==> src/rtl/tx_fifo_buffer.sv <==
// rtl/tx_fifo_buffer.sv - transmit-side byte FIFO with FWFT read data, status and sticky error flags
module tx_fifo_buffer #(
  parameter int DATA_WIDTH = 8,
  parameter int DEPTH      = 6,
  parameter int PTR_BITS   = 3
) (
  input  logic                  clk,
  input  logic                  rst,
  input  logic                  flush,
  input  logic                  tx_enq,
  input  logic [DATA_WIDTH-1:0] tx_data,
  input  logic                  tx_deq,
  output logic [DATA_WIDTH-1:0] rd_data,
  output logic                  empty,
  output logic                  full,
  output logic [PTR_BITS:0]     count,
  output logic                  overflow,
  output logic                  underflow,
  input  logic                  err_clr
);

  localparam logic [PTR_BITS-1:0] PTR_LAST = PTR_BITS'(DEPTH - 1);
  localparam logic [PTR_BITS-1:0] PTR_ONE  = PTR_BITS'(1);
  localparam logic [PTR_BITS:0]   CNT_ONE  = (PTR_BITS + 1)'(1);

  logic [DATA_WIDTH-1:0] mem [DEPTH];
  logic [PTR_BITS-1:0]   tail_ptr;
  logic [PTR_BITS-1:0]   head_ptr;
  logic                  tail_tog;
  logic                  head_tog;
  logic [PTR_BITS:0]     count_q;
  logic                  acc_enq;
  logic                  acc_deq;
  logic                  tail_wrap;
  logic                  head_wrap;
  logic                  ovf_set;
  logic                  udf_set;

  // Status, acceptance and error-set terms; the toggle bits separate full from empty when pointers meet
  always_comb begin
    empty     = (head_ptr == tail_ptr) && (head_tog == tail_tog);
    full      = (head_ptr == tail_ptr) && (head_tog != tail_tog);
    acc_deq   = tx_deq && !empty;
    acc_enq   = tx_enq && (!full || acc_deq);
    tail_wrap = (tail_ptr == PTR_LAST);
    head_wrap = (head_ptr == PTR_LAST);
    ovf_set   = tx_enq && full && !acc_deq;
    udf_set   = tx_deq && empty;
    count     = count_q;
    rd_data   = empty ? '0 : mem[head_ptr];
  end

  // Pointer, toggle and occupancy registers; flush wins over any push or pop in the same cycle
  always_ff @(posedge clk or posedge rst) begin
    if (rst) begin
      tail_ptr <= '0;
      tail_tog <= 1'b0;
      head_ptr <= '0;
      head_tog <= 1'b0;
      count_q  <= '0;
    end else if (flush) begin
      tail_ptr <= '0;
      tail_tog <= 1'b0;
      head_ptr <= '0;
      head_tog <= 1'b0;
      count_q  <= '0;
    end else begin
      if (acc_enq) begin
        tail_ptr <= tail_wrap ? '0 : tail_ptr + PTR_ONE;
        tail_tog <= tail_tog ^ tail_wrap;
      end
      if (acc_deq) begin
        head_ptr <= head_wrap ? '0 : head_ptr + PTR_ONE;
        head_tog <= head_tog ^ head_wrap;
      end
      if (acc_enq && !acc_deq) begin
        count_q <= count_q + CNT_ONE;
      end else if (acc_deq && !acc_enq) begin
        count_q <= count_q - CNT_ONE;
      end
    end
  end

  // Entry storage; popped entries are left in place and flush does not touch contents
  always_ff @(posedge clk or posedge rst) begin
    if (rst) begin
      for (int i = 0; i < DEPTH; i++) begin
        mem[i] <= '0;
      end
    end else if (acc_enq && !flush) begin
      mem[tail_ptr] <= tx_data;
    end
  end

  // Sticky error flags; a new violation in the err_clr cycle keeps its flag set
  always_ff @(posedge clk or posedge rst) begin
    if (rst) begin
      overflow  <= 1'b0;
      underflow <= 1'b0;
    end else begin
      overflow  <= (overflow && !err_clr) || ovf_set;
      underflow <= (underflow && !err_clr) || udf_set;
    end
  end

endmodule

==> config.mk <==
export PLATFORM = sky130hd
export DESIGN_NAME = tx_fifo_buffer
export DESIGN_NICKNAME = d
export VERILOG_FILES = /design/src/rtl/tx_fifo_buffer.sv
export SDC_FILE = /design/constraint.sdc
export NUM_CORES = 1
export LEC_CHECK = 0
export ABC_AREA = 1
export BUFFER_PORTS_ARGS = -buffer_cell sky130_fd_sc_hd__buf_2
export CORE_MARGIN = 8
export CORE_UTILIZATION = 60
export DETAILED_ROUTE_END_ITERATION = 7
export PLACE_DENSITY = 0.91
export SLEW_MARGIN = 5
export SYNTH_ARGS = -nofsm -noshare
export SYNTH_HDL_FRONTEND = slang
export SYNTH_SLANG_ARGS = --single-unit
==> constraint.sdc <==
create_clock -name clk -period 5.9 [get_ports clk]
set_input_delay 0.295 -clock clk [delete_from_list [all_inputs] [get_ports clk]]
set_output_delay 0.295 -clock clk [all_outputs]
set_load 0.05 [all_outputs]
Yosys cells after proc, flatten, opt, wreduce, memory -nomap -nowiden
Cells that the tools add are included.

storage, ports and cells
  register bits = 62
  input bits = 14
  output and inout bits = 16

cells by class
  add/subtract/negate cells = 4
  order comparisons = 3
  equal/unequal tests = 5
  muxes and demuxes = 20
  bitwise logic cells = 4
  reductions and logical operators = 25

operators by type and width
  kind                                                         count
  bitwise mux 48 bit                                           1
  2-to-1 mux 8 bit                                             4
  binary-select mux 8 bit (select 3 bit)                       1
  demux 8 bit (select 3 bit)                                   1
  2-to-1 mux 3 bit                                             6
  logical AND 1 bit                                            13
  2-to-1 mux 4 bit                                             3
  >= comparator 4 bit (second input constant)                  2
  NOT 3 -> 4 bit                                               2
  adder 3 x 1 -> 3 bit (second input constant)                 2
  equality test 3 bit (second input constant)                  2
  logical NOT 1 bit                                            6
  adder 4 x 1 -> 4 bit (second input constant)                 1
  less-than comparator 4 x 1 -> 1 bit (second input constant)  1
  2-to-1 mux 1 bit                                             4
  nonzero test 2 bit                                           2
  subtractor 4 x 1 -> 4 bit (second input constant)            1
  equality test 3 bit                                          1
  logical OR 1 bit                                             3
  nonzero test 3 bit                                           1
  bitwise XOR 1 bit                                            2
  equality test 1 bit                                          1
  != test 1 bit                                                1

Longest topological paths before layout
Gate-level depths: netlist of the first run.

  word-level depth = 11
  mapped depth = 15
  mapped depth without buffers = 14

Worst setup path before layout of the first run
OpenSTA, ideal clock, no wires.

  path kind = reg-to-output
  from = register head_ptr[0]
  to = output port rd_data[0]
  data arrival time = 2623 ps
  required time = 5605 ps
  slack = 2982 ps
  cell stages (with the launch flop) = 8
  buffers on the path = 1
  cell sequence = dfrtp_1 -> clkbuf_1 -> inv_2 -> nand2_2 -> nand2_2 -> nand4_1 -> clkinv_1 -> nor3_1

on the way
  elaborated cells on any way between the ends = 7

RTL lines
  element                   RTL line  RTL
  start: declaration        28        logic [PTR_BITS-1:0] head_ptr;
  start signal: assignment  73        head_ptr <= head_wrap ? '0 : head_ptr + PTR_ONE;
  equality test 3 bit       41        empty = (head_ptr == tail_ptr) && (head_tog == tail_tog);
  logical AND 1 bit         41
  via empty                 14        output logic empty,
  2-to-1 mux 8 bit          50        rd_data = empty ? '0 : mem[head_ptr];
  end: declaration          13        output logic [DATA_WIDTH-1:0] rd_data,

The timed path passes the listed nets, and every way through them passes these cells. The select of a mux whose other input is x is not followed.

Worst setup path in the final report of the first run
  from = register head_ptr[0]
  to = output port rd_data[6]

on the way
  cells in the longest elaborated chain, start to end = 5
  elaborated cells on any way between the ends = 7

RTL lines
  element                                              RTL line
  NOT 3 -> 4 bit (not written as such)                 50
  binary-select mux 8 bit (select 3 bit)               50
  2-to-1 mux 8 bit (not written as such) (2 in a row)  50
  2-to-1 mux 8 bit *                                   50

Every way passes the cells marked *; elsewhere a longest branch is shown, timed or not. The select of a mux whose other input is x is not followed.

==> key figures, run 1 <==
Synth
  – Yosys warning count: 0
  – Top-count cell post-synth: nand2_1
  – Largest area contributor in the netlist: dfrtp_1
  – Synth Register Bits: 62
  – Sequential element share of the synthesized area: 0.4911
  – Cells after synthesis: 383
  – Asr flop ratio synth: 1.000
  – Number of synthesized flops with an enable pin: 0
  – Mapped Avg Cell Area: 8.249 um2
  – Synth cell count leaders: 98 x nand2_1, 62 x dfrtp_1, 37 x inv_1
  – Syn nets: 400
  – Synth cell types: 33
  – Top cell type's share of synthesized area: 0.4911
  – Ys flop type: dfrtp_1
  – Synth Cell Area: 3159 um2
  – Top post-synthesis cells by area: dfrtp_1 49%, nand2_1 12%, o21ai_1 5.2%

Power
  – Static leakage: 1.739 nW
  – Worst vdd ir: 287.9 uV
  – Overall Power: 1.382 mW
  – PwrDens: 390.4 nW/um2

Drt
  – First DRT Iteration DRCs: 265
  – Routed WL per cell: 15.35 um
  – Drc violations: 0
  – Routed vias/inst: 5.779
  – Vias after detailed routing: 2797
  – ANT nets after route: 0
  – Routed WL: 7431 um
  – DRT Pass-1 Iters: 6

Worst setup path
  – Most frequent cell on the critical path: nand2_2
  – Critical Path Source Type: register
  – WP buf/inv: 3
  – Critical-path maximum fanout: 33
  – Arrival time worst endpoint: 2.75 ns
  – CP Capture Type: output port
  – Critical path, cell by cell: inv_2, nand2_2, nand2_2, nand4_1, clkinv_1, nor3_1, buf_2
  – Slowest Stage Delay on Critical Path: 0.68 ns
  – Crit-path leading delay family: buffers and inverters
  – Critical Path RT: 5.61 ns
  – Slowest cell on crit path: dfrtp_1
  – Crit Path Class: reg -> out

Timing
  – Worst-Margin Slew: 0.7602 ns
  – Final setup fails: 0
  – Fmax: 328.2 MHz
  – Fin Hold WS: 0.1703 ns
  – Max Slew Vio Count: 0
  – Skew final: 0.007603 ns
  – Final hold viol count: 0
  – Relative slew slack: 0.4932
  – PnR worst setup slack: 2.853 ns
  – RSZ-0062 raised after global routing: no
  – Final period util: 0.5165
  – Min Tclk post-route: 3.047 ns
  – Setup TNS: 0 ns

Die
  – I/O pin count: 30
  – FP Rows: 26
  – Die ar.: 7844 um2
  – Vertical die dimension: 88.57 um
  – Initial Util: 0.6186
  – Core area: 5107 um2
  – Die Span X: 88.57 um

Run
  – Max-cap viol count: 0

Cells and area
  – Synth-to-Final Area Change: 12.08%
  – Fin nets: 426
  – Ratio of cells with drive above 1 in the final layout: 0.1812
  – Design Area, Final: 3541 um2
  – Antenna cells: 0
  – Non-Filler Instances: 484
  – Core Util, Final: 0.6933

Global routing
  – Initial antenna violation count: 0
  – Global-route wire length before repair: 12070 um
  – Total gr overflow: 0
  – Pin count of the biggest net entering global routing: 63
  – Vias in the first global route: 2625
  – Total global-route track usage: 0.1988

Clock tree
  – CTS buffer count: 9
  – TritonCTS clock tree: built
  – CTS H-tree lvls: 3
  – Clock transition at path regs: 0.07 ns
  – Sink Count: 62
  – Worst-Skew Late Latency: 0.34 ns
  – Hold_buf cts: 0
  – CTS Buffer Depth: 2
  – Postcts setup bufs: 0
  – Post_cts resized: 0
  – Root buf cell: clkbuf_8

Place
  – Post-detail-place hpwl: 4998 um
  – Placed cell areas: 3326 um2
  – Placed Instances: 468
  – RD Place Congestion: 0.9189
  – IO Port Bufs: 29
  – Worst slack at placement: 3.019 ns

Hold path
  – Worst min-delay path class: in -> async

Run status
  – Status: finished clean
power breakdown:
| part | internal (mW) | total (mW) | switching [mW] |
|---|---|---|---|
| Sequential | 0.504 | 0.561 | 0.0569 |
| Combinational | 0.122 | 0.414 | 0.292 |
| Clock | 0.239 | 0.407 | 0.168 |
final timing paths:
check                            start          to  slack [ns]  cells after the start
setup / recovery           head_ptr[0]  rd_data[6]        2.85                      7
hold / removal                     rst     mem[31]        0.17                      3
setup reg to reg           head_ptr[0]    count[3]        2.85                     13
hold reg to reg                mem[20]     mem[20]        0.49                      2
max in group asynchronous          rst     mem[25]        5.23                      3
min in group clk               err_clr    overflow        0.17                      2
layout by cell type, fill, tap and decap left out, types with 3 or more instances in the layout:
master	n
nand3_4	4
clkinv_1	3
nand3_2	3
o22ai_1	4
or2_2	4
o21ai_1	33
nand3_1	15
inv_1	36
buf_2	29
a21oi_1	15
nor3_1	10
inv_2	4
o21ai_2	8
nand4_1	6
clkbuf_8	9
a31oi_1	6
dfrtp_1	62
nand2_1	98
nand2_2	3
o21ai_0	24
nor2_1	17
worst min-delay path, delay by kind of cell:
kind	cells	cell delay, ns
buffers and inverters	3	0.72
kinds of logic (layout without fill, tap and decap cells):
family	count (synthesis)	after routing	share of synthesized area
fa+ha+maj	3	3	0.01426
simple gates	165	165	0.2511
compound gates	93	93	0.1636
flops	62	62	0.4911
buf+inv	58	89	0.07445
xor+xnor	2	2	0.005546
flip-flops by register name, indices dropped and copies added, names as in the netlist:
name and cells:
count 4, tail_ptr 3, underflow 1, head_ptr 3, tail_tog 1, mem 48, head_tog 1, overflow 1
layout make-up:
class | instances | area, um2
timing repair buffer | 30 | 152.6
clock inverter | 5 | 83.83
clock buffer | 11 | 131.4
inverter | 43 | 161.4
multi-input combinational | 263 | 1373
fill | 398 | 1567
tap | 70 | 87.58
sequential | 62 | 1551
metal layers:
metal	routed length (um)	vias up	global-route usage
met5	0	-	0
met4	78	0	0.06605
met3	596	11	0.06407
met2	3724	123	0.3340
met1	3032	1348	0.2339
li1	-	1315	-
No activity file was read; power rests on OpenSTA's default activity.
==> run 2, diff against run 1 <==
- CORE_UTILIZATION: 60 -> 53
- PLACE_DENSITY: 0.91 -> 0.85
- clock period: 5.9 -> 2.73 ns (I/O delays scaled with it)
==> run 2 against run 1 <==
Against the previous run: register-to-register slack got worse by 2.6 ns; design area rose by 1.4%; utilization is 8.0 points lower; clock skew barely moved; combinational power up 120%; sequential power grew 110%; critical path type unchanged; critical endpoint is now rd_data[2].
==> key figures, run 2 (same netlist as run 1, synthesis figures left out) <==
Worst setup path
  – Critical Path Source Type: register
  – WP buf/inv: 3
  – Worst Reg2Reg Path Length in Cells: 14
  – Crit Path Class: reg -> out
  – Critical path, cell by cell: inv_2, nand2_1, nand2_1, nand4_1, clkinv_1, nor3_1, buf_2
  – Slowest cell on crit path: dfrtp_2
  – RR Startpoint: head_ptr[2]
  – Crit-path leading delay family: buffers and inverters
  – Slowest Stage Delay on Critical Path: 0.51 ns
  – Critical Path RT: 2.59 ns
  – CP Capture Type: output port
  – Critical-path maximum fanout: 12
  – Reg2reg end: count[3]
  – Arrival time worst endpoint: 2.43 ns
  – Most frequent cell on the critical path: nand2_1
  – R2r setup slk: 0.22 ns

Timing
  – Final hold viol count: 0
  – Max Slew Vio Count: 0
  – Relative slew slack: 0.3058
  – Final setup fails: 0
  – Min Tclk post-route: 2.566 ns
  – RSZ-0062 raised after global routing: no
  – Fmax: 389.7 MHz
  – Skew final: 0.008088 ns
  – PnR worst setup slack: 0.1641 ns
  – Worst-Margin Slew: 1.040 ns
  – Final period util: 0.9399

Cells and area
  – Antenna cells: 0
  – Filler cell count: 481
  – Most common cell after layout, fill and taps aside: nand2_1
  – Synth-to-Final Area Change: 13.66%
  – Area of the multi-input gates: 1375 um2
  – Most flops, register: mem
  – Core Util, Final: 0.6138
  – Largest register FFs: 48
  – Fin nets: 432
  – Most frequent cells in the layout: 97 x nand2_1, 61 x dfrtp_1, 36 x inv_1
  – Ratio of cells with drive above 1 in the final layout: 0.2000
  – Register area: 1553 um2

Hold path
  – WHS Path Cells: 3
  – Worst min-delay path class: in -> reg
  – Hold_sp: tx_data[1]
  – WHS Endpoint: mem[1]

Die
  – Initial Util: 0.5400
  – Die Span X: 93.21 um
  – Core area: 5851 um2
  – Die ar.: 8687 um2
  – FP Rows: 28
  – I/O pin count: 30
  – Vertical die dimension: 93.21 um

Clock tree
  – CTS Buffer Depth: 2
  – Root buf cell: clkbuf_8
  – CTS H-tree lvls: 3
  – Clock transition at path regs: 0.07 ns
  – CTS buffer count: 9
  – TritonCTS clock tree: built
  – Sink Count: 62
  – Worst-Skew Late Latency: 0.34 ns

Run status
  – Status: finished clean

Drt
  – Drc violations: 0
  – First DRT Iteration DRCs: 248
  – DRT Pass-1 Iters: 6
  – ANT nets after route: 0
  – Vias after detailed routing: 2774
  – Routed vias/inst: 5.604
  – Routed WL per cell: 14.99 um
  – Routed WL: 7421 um

Place
  – RD Place Congestion: 0.8878
  – Post-detail-place hpwl: 5220 um
  – Worst slack at placement: 0.04069 ns
  – IO Port Bufs: 29

Power
  – Overall Power: 2.948 mW
  – PwrDens: 821.0 nW/um2
  – Static leakage: 1.760 nW
  – Worst vdd ir: 616.8 uV

Run
  – Max-cap viol count: 0

Global routing
  – Global-route wire length before repair: 12410 um
  – Initial antenna violation count: 0
  – Total global-route track usage: 0.1814
  – Pin count of the biggest net entering global routing: 52
  – Total gr overflow: 0
  – Vias in the first global route: 2610
## run 2: final cells by class
type | instances | area share
Tap cell | 75 | 0.02613
Multi-Input combinational cell | 263 | 0.3829
Inverter | 43 | 0.04495
Sequential cell | 62 | 0.4324
Clock buffer | 10 | 0.03833
Timing Repair Buffer | 36 | 0.05575
Clock inverter | 6 | 0.01951
## run 2: worst min-delay path, cell delays in order
cell and delay [ns]:
buf_2 0.08, nand2_1 0.04, o21ai_0 0.06
## run 2: repair_timing
| item | in CTS | in global routing |
|---|---|---|
| buffers inserted | 0 | 2 |
| hold endpoints to repair | 2 | 0 |
| setup endpoints to repair | 0 | 6 |
| hold buffers | 1 | 0 |
| gates resized for setup | 0 | 2 |
## run 2: power breakdown
| group | switching (mW) | internal, mW | total, mW |
|---|---|---|---|
| clock | 0.371 | 0.450 | 0.822 |
| combinational | 0.644 | 0.281 | 0.925 |
| sequential | 0.111 | 1.09 | 1.20 |
## run 2: routing by layer
metal,track usage,vias up,part of all wire
met5,0,-,0
met4,0.08188,0,0.022
li1,-,1328,-
met3,0.06811,18,0.086
met2,0.2864,119,0.48
met1,0.2157,1309,0.42
## run 2: stage by stage
step           hold WS [ns]  cell area, um2  cells  setup TNS [ns]
5_1_grt             0.02056            3591    495               0
3_3_place_gp         0.3469            3354    476               0
6_report            0.02123            3591    495               0
4_1_cts            0.005499            3572    493               0
2_1_floorplan        0.2355            3159    383         -0.1890
3_5_place_dp         0.3504            3354    476               0
## run 2: how the worst max path moves through the flow
stage / from / endpoint / slack, ns / cells after the start
after global routing: head_ptr[2] / count[3] / 0.03 / 14
final: head_ptr[2] / rd_data[2] / 0.16 / 7
after global placement: head_ptr[2] / count[3] / 0.32 / 13
after floorplan: head_ptr[0] / rd_data[0] / -0.03 / 7
after detailed placement: head_ptr[2] / count[3] / 0.04 / 14
after CTS: head_ptr[2] / count[3] / 0.02 / 14
